**src/rtl/data_sram_ctrl_pkg.sv**
```systemverilog
// Shared encodings for the data SRAM controller: access types, FSM states,
// bus size codes and a one-hot decode of the access type.
package data_sram_ctrl_pkg;

    localparam logic [2:0] TYPE_B  = 3'd0;
    localparam logic [2:0] TYPE_H  = 3'd1;
    localparam logic [2:0] TYPE_W  = 3'd2;
    localparam logic [2:0] TYPE_WL = 3'd3;
    localparam logic [2:0] TYPE_WR = 3'd4;

    localparam logic [1:0] ST_IDLE = 2'd0;
    localparam logic [1:0] ST_REQ  = 2'd1;
    localparam logic [1:0] ST_WAIT = 2'd2;
    localparam logic [1:0] ST_RESP = 2'd3;

    localparam logic [1:0] SIZE_B = 2'd0;
    localparam logic [1:0] SIZE_H = 2'd1;
    localparam logic [1:0] SIZE_W = 2'd2;

    typedef struct packed {
        logic b;
        logic h;
        logic w;
        logic wl;
        logic wr;
    } type_dec_t;

    function automatic type_dec_t decode_type(input logic [2:0] t);
        type_dec_t d;
        d.b  = (t == TYPE_B);
        d.h  = (t == TYPE_H);
        d.w  = (t == TYPE_W);
        d.wl = (t == TYPE_WL);
        d.wr = (t == TYPE_WR);
        return d;
    endfunction

endpackage

```
**src/rtl/data_sram_ctrl_wstrb_gen.sv**
```systemverilog
// Byte-lane write strobe generator; loads never assert any lane.
module mem_wstrb_gen
    import data_sram_ctrl_pkg::*;
(
    input  logic       is_store,
    input  type_dec_t  dec,
    input  logic [1:0] off,
    output logic [3:0] wstrb
);

    always_comb begin
        wstrb = 4'b0000;
        if (is_store) begin
            if (dec.b) begin
                wstrb = 4'b0001 << off;
            end else if (dec.h) begin
                wstrb = off[1] ? 4'b1100 : 4'b0011;
            end else if (dec.w) begin
                wstrb = 4'b1111;
            end else if (dec.wl) begin
                wstrb = 4'b1111 >> (2'd3 - off);
            end else if (dec.wr) begin
                wstrb = 4'b1111 << off;
            end
        end
    end

endmodule

```
**src/rtl/data_sram_ctrl.sv**
```systemverilog
// Single-outstanding data SRAM bus controller between the pipeline memory
// stage and an addr_ok/data_ok style bus.
//
// state | meaning
// IDLE  | no transaction, ready to accept unless flushed
// REQ   | data_req held with stable fields until addr_ok
// WAIT  | address taken, waiting for data_ok
// RESP  | resp_valid held until resp_ready or flush
module data_sram_ctrl
    import data_sram_ctrl_pkg::*;
(
    input  logic        clk,
    input  logic        reset,
    input  logic        req_valid,
    output logic        req_ready,
    input  logic        req_wr,
    input  logic [2:0]  req_type,
    input  logic [31:0] req_addr,
    input  logic [31:0] req_wdata,
    input  logic        flush,
    output logic        resp_valid,
    input  logic        resp_ready,
    output logic [31:0] resp_rdata,
    output logic        data_req,
    output logic        data_wr,
    output logic [1:0]  data_size,
    output logic [31:0] data_addr,
    output logic [3:0]  data_wstrb,
    output logic [31:0] data_wdata,
    input  logic        data_addr_ok,
    input  logic        data_data_ok,
    input  logic [31:0] data_rdata
);

    logic [1:0]  state_q, state_d;
    logic        cancel_q, cancel_d;
    logic        data_req_q, data_req_d;
    logic        resp_valid_q, resp_valid_d;
    logic        wr_q, wr_d;
    logic [1:0]  size_q, size_d;
    logic [31:0] addr_q, addr_d;
    logic [3:0]  wstrb_q, wstrb_d;
    logic [31:0] wdata_q, wdata_d;
    logic [31:0] rdata_q, rdata_d;

    type_dec_t   dec;
    logic [1:0]  off;
    logic [3:0]  wstrb_n;
    logic [1:0]  size_n;
    logic [31:0] addr_n;
    logic [31:0] wdata_n;
    logic [4:0]  shamt_l;
    logic [4:0]  shamt_r;
    logic        accept;

    assign dec       = decode_type(req_type);
    assign off       = req_addr[1:0];
    assign req_ready = (state_q == ST_IDLE) & ~flush;
    assign accept    = req_valid & req_ready;

    mem_wstrb_gen u_wstrb (
        .is_store (req_wr),
        .dec      (dec),
        .off      (off),
        .wstrb    (wstrb_n)
    );

    // Unaligned word halves: WL moves the high bytes down, WR moves the low bytes up.
    assign shamt_l = {2'd3 - off, 3'b000};
    assign shamt_r = {off, 3'b000};

    always_comb begin
        size_n  = SIZE_W;
        addr_n  = req_addr;
        wdata_n = req_wdata;
        if (dec.b) begin
            size_n  = SIZE_B;
            wdata_n = {4{req_wdata[7:0]}};
        end else if (dec.h) begin
            size_n  = SIZE_H;
            wdata_n = {2{req_wdata[15:0]}};
        end else if (dec.wl) begin
            addr_n  = {req_addr[31:2], 2'b00};
            wdata_n = req_wdata >> shamt_l;
        end else if (dec.wr) begin
            addr_n  = {req_addr[31:2], 2'b00};
            wdata_n = req_wdata << shamt_r;
        end
    end

    always_comb begin
        state_d      = state_q;
        cancel_d     = cancel_q;
        data_req_d   = data_req_q;
        resp_valid_d = resp_valid_q;
        wr_d         = wr_q;
        size_d       = size_q;
        addr_d       = addr_q;
        wstrb_d      = wstrb_q;
        wdata_d      = wdata_q;
        rdata_d      = rdata_q;
        case (state_q)
            ST_IDLE: begin
                if (accept) begin
                    state_d    = ST_REQ;
                    data_req_d = 1'b1;
                    cancel_d   = 1'b0;
                    wr_d       = req_wr;
                    size_d     = size_n;
                    addr_d     = addr_n;
                    wstrb_d    = wstrb_n;
                    wdata_d    = wdata_n;
                end
            end
            ST_REQ: begin
                if (flush) cancel_d = 1'b1;
                if (data_addr_ok) begin
                    state_d    = ST_WAIT;
                    data_req_d = 1'b0;
                end
            end
            ST_WAIT: begin
                if (data_data_ok) begin
                    rdata_d  = data_rdata;
                    cancel_d = 1'b0;
                    // A flush landing together with data_ok kills the response too.
                    if (cancel_q | flush) begin
                        state_d = ST_IDLE;
                    end else begin
                        state_d      = ST_RESP;
                        resp_valid_d = 1'b1;
                    end
                end else if (flush) begin
                    cancel_d = 1'b1;
                end
            end
            ST_RESP: begin
                if (flush | resp_ready) begin
                    state_d      = ST_IDLE;
                    resp_valid_d = 1'b0;
                end
            end
            default: state_d = ST_IDLE;
        endcase
    end

    always_ff @(posedge clk) begin
        if (reset) begin
            state_q      <= ST_IDLE;
            cancel_q     <= 1'b0;
            data_req_q   <= 1'b0;
            resp_valid_q <= 1'b0;
            wr_q         <= 1'b0;
            size_q       <= 2'd0;
            addr_q       <= 32'd0;
            wstrb_q      <= 4'd0;
            wdata_q      <= 32'd0;
            rdata_q      <= 32'd0;
        end else begin
            state_q      <= state_d;
            cancel_q     <= cancel_d;
            data_req_q   <= data_req_d;
            resp_valid_q <= resp_valid_d;
            wr_q         <= wr_d;
            size_q       <= size_d;
            addr_q       <= addr_d;
            wstrb_q      <= wstrb_d;
            wdata_q      <= wdata_d;
            rdata_q      <= rdata_d;
        end
    end

    assign data_req   = data_req_q;
    assign resp_valid = resp_valid_q;
    assign resp_rdata = rdata_q;
    assign data_wr    = wr_q;
    assign data_size  = size_q;
    assign data_addr  = addr_q;
    assign data_wstrb = wstrb_q;
    assign data_wdata = wdata_q;

endmodule
```
**config.mk**
```make
export PLATFORM = sky130hd
export DESIGN_NAME = data_sram_ctrl
export DESIGN_NICKNAME = d
export VERILOG_FILES = /design/src/rtl/data_sram_ctrl_pkg.sv /design/src/rtl/data_sram_ctrl_wstrb_gen.sv /design/src/rtl/data_sram_ctrl.sv
export SDC_FILE = /design/constraint.sdc
export NUM_CORES = 1
export LEC_CHECK = 0
export ABC_AREA = 1
export BUFFER_PORTS_ARGS = -buffer_cell sky130_fd_sc_hd__buf_2
export CAP_MARGIN = 20
export CORE_ASPECT_RATIO = 1.4
export CORE_MARGIN = 3
export CORE_UTILIZATION = 53
export CTS_CLUSTER_SIZE = 25
export DETAILED_ROUTE_END_ITERATION = 10
export PLACE_DENSITY = 0.86
export SYNTH_ARGS = -nofsm -noshare
export SYNTH_HDL_FRONTEND = slang
export SYNTH_SLANG_ARGS = --single-unit
```
**constraint.sdc**
```tcl
create_clock -name clk -period 2.92 [get_ports clk]
set_input_delay 0.292 -clock clk [delete_from_list [all_inputs] [get_ports clk]]
set_output_delay 0.292 -clock clk [all_outputs]
set_load 0.01 [all_outputs]
```
==> results.yml <==
run_status:
  outcome: "finished clean"
clock_tree:
  cts_root_buf: "clkbuf_16"
  cts_buffer_depth: 2
  post_cts_buffers: 0
  path_clk_slew_ns: 0.07
  post_cts_resized: 0
  cts_hold_buf: 0
  cts_tree: "yes"
  cts.sinks: 108
  cts_made_buffers: 9
  clk_latency_ns: 0.35
  ctsHtreeMaxLevel: 3
route:
  drc: 0
  post_drt_wl_per_cell_um: 14.5
  first_pass_iters: 6
  via_count: 6122
  ant_nets: 0
  drt_wl_total_um: 16600
  via_per_inst: 5.35
  drtIter0Drc: 605
finish:
  antenna_cells: 0
  fin_nets: 1120
  n_fill_cell: 955
  areaGrowthSynthToFinish_pct: 26.4
  final_area_sq_um: 6780
  drive_above_1_share: 0.253
timing:
  worst_pin_slew_ns: 0.923
  setup_viol: 0
  timing.setup.tns_ns: 0
  hold_viol_final: 0
  rsz0062_at_grt: "false"
  maxSlewViolCount: 0
  fmax_mhz: 485
  slew_headroom: 0.384
  fin_worst_skew_ns: 0.00601
  finalCriticalPeriod_ns: 2.06
  fin_crit_sh: 0.706
critical_path:
  arrival_ns: 2.30
  worstSetupPathType: "flip-flop to flip-flop"
  cp.required_ns: 3.16
  crit_path_max_fanout: 56
  regToRegSetupSlack_ns: 0.86
  cp-end-kind: "flip-flop"
  r2r_cells: 11
  r2r-end: "state_q[1]$_SDFFE_PP0P_"
  startpoint_type: "flip-flop"
  rr_startpoint: "state_q[0]$_SDFFE_PP0P_"
floorplanning:
  floorplan.initialDensity: 0.555
  die_w_um: 91.0
  core-area_sq_um: 9670
  row_count: 42
  fp.dieH_um: 125
  fp.dieArea_sq_um: 11400
  io_pins: 213
synthesis:
  synth_area_per_cell_sq_um: 6.51
  synth_top_area_frac: 0.403
  syn_inst: 824
  async_flop_share: 0
  yosys_register_bits: 108
  synthTopCellsByArea: "dfxtp_1, nand2_1, o21ai_0, a21oi_1, nor2_1"
  synth_warnings: 0
  ys_top_cells_by_count: "nand2_1, dfxtp_1, nor2_1"
  ys.flop_type: "dfxtp_1"
  ys_types: 29
  ys_seq_area_frac: 0.403
  syn_area_sq_um: 5360
  yosysMostFrequentCell: "nand2_1"
  yosysTopAreaCell: "dfxtp_1"
  syn_nets: 936
  synth_edf_count: 0
hold_path:
  min_to: "data_req$_SDFFE_PP0P_"
  min-delay-start: "data_addr_ok"
  hold_depth: 2
  hold_path_class: "input pin to flip-flop"
placement:
  hpwl_um: 11800
  io_buffers: 212
  gp_congestion: 0.932
  placed_area_sq_um: 6460
global_route:
  grt.total_usage: 0.285
  antenna_found_initial: 0
  grt_pass1_wl_um: 26900
  grt.overflow.total: 0
  grt_start_max_net_pins: 57
  grt_pass1_vias: 5664
power_and_ir_drop:
  power.density_nw_per_um2: 624
  p_leak_nw: 3.40
  ir_drop_v: 0.000404
run:
  cap_violations: 0
layout by cell type (no fill, tap or decap), drive strengths merged:
cell type,count
a211oi,1
a21boi,2
a21oi,95
a311oi,1
a31oi,2
buf,222
bufinv,1
clkbuf,11
clkinv,1
clkinvlp,1
dfxtp,108
ha,5
inv,48
nand2,238
nand3,49
nand3b,2
nand4,3
nor2,111
nor3,4
o211a,1
o211ai,4
o21ai,98
or2,5
logic make-up (layout without fill, tap and decap cells):
family | after synthesis | in the layout | synth area share
AND/OR/NAND/NOR | 412 | 412 | 0.317
AO/OA/AOI/OAI | 204 | 204 | 0.196
buffers and inverters | 95 | 284 | 0.0730
flip-flops | 108 | 108 | 0.403
adder cells (fa/ha/maj) | 5 | 5 | 0.0117
critical path, stage by stage (launching register included):
cell	delay, ns
dfxtp_1	0.36
inv_1	0.10
ha_1	0.22
inv_1	0.05
nor2_1	0.05
nand2_2	0.07
buf_4	0.48
nand2_1	0.21
nand3_1	0.21
o21ai_0	0.10
nand2_1	0.07
nor2_1	0.04
metrics by stage:
| step | power (mW) | utilization | instances | hold slack [ns] | setup slack, ns |
|---|---|---|---|---|---|
| CTS | 4.24 | 0.701 | 1145 | 0.158 | 0.865 |
| detailed placement | 2.96 | 0.668 | 1129 | 0.454 | 0.886 |
| global placement | 2.94 | 0.668 | 1129 | 0.448 | 0.914 |
| global route | 4.48 | 0.701 | 1145 | 0.153 | 0.590 |
| finish | 4.23 | 0.701 | 1145 | 0.165 | 0.857 |
| floorplan | 2.51 | - | 824 | 0.411 | 1.27 |
cell type report:
class	count	area [sq um]	share of cell area
timing repair buffer	222	1150	0.169
clock buffer	11	253	0.0373
clock inverter	5	66.3	0.00978
tap	132	165	0.0244
multi-input combinational	621	2810	0.415
sequential	108	2160	0.319
inverter	46	173	0.0255
state kept, by name, summed over array words and instances (netlist names):
register,cells
cancel_q,1
data_addr,32
data_req,1
data_size,2
data_wdata,32
data_wr,1
data_wstrb,4
resp_rdata,32
resp_valid,1
state_q,2
report_power, final:
part / switching (mW) / total (mW) / internal (mW) / leakage [nW]
clock: 0.565 / 1.29 / 0.723 / 0.154
combinational: 0.744 / 1.18 / 0.435 / 2.36
sequential: 0.0947 / 1.76 / 1.67 / 0.880
total: 1.40 / 4.23 / 2.83 / 3.40
worst max-delay path by stage:
stage	from	end	slack [ns]	depth (start not counted)
after floorplan	state_q[0]$_SDFFE_PP0P_	data_wstrb[3]$_SDFFE_PP0P_	1.27	11
after global placement	state_q[0]$_SDFFE_PP0P_	state_q[1]$_SDFFE_PP0P_	0.91	11
after detailed placement	state_q[0]$_SDFFE_PP0P_	state_q[1]$_SDFFE_PP0P_	0.89	11
after CTS	state_q[0]$_SDFFE_PP0P_	state_q[1]$_SDFFE_PP0P_	0.87	11
after global routing	state_q[0]$_SDFFE_PP0P_	state_q[1]$_SDFFE_PP0P_	0.59	11
final	state_q[0]$_SDFFE_PP0P_	state_q[1]$_SDFFE_PP0P_	0.86	11
routing by layer:
layer  share of wire  wire (um)  GRT usage  up-vias
met2            0.49       8070      0.480      336
met5               0          0          0        -
met3           0.085       1410     0.0511       50
met4           0.032        525      0.121        0
li1                -          -          -     3047
met1            0.40       6590      0.357     2689
No activity file was read; power rests on OpenSTA's default activity.
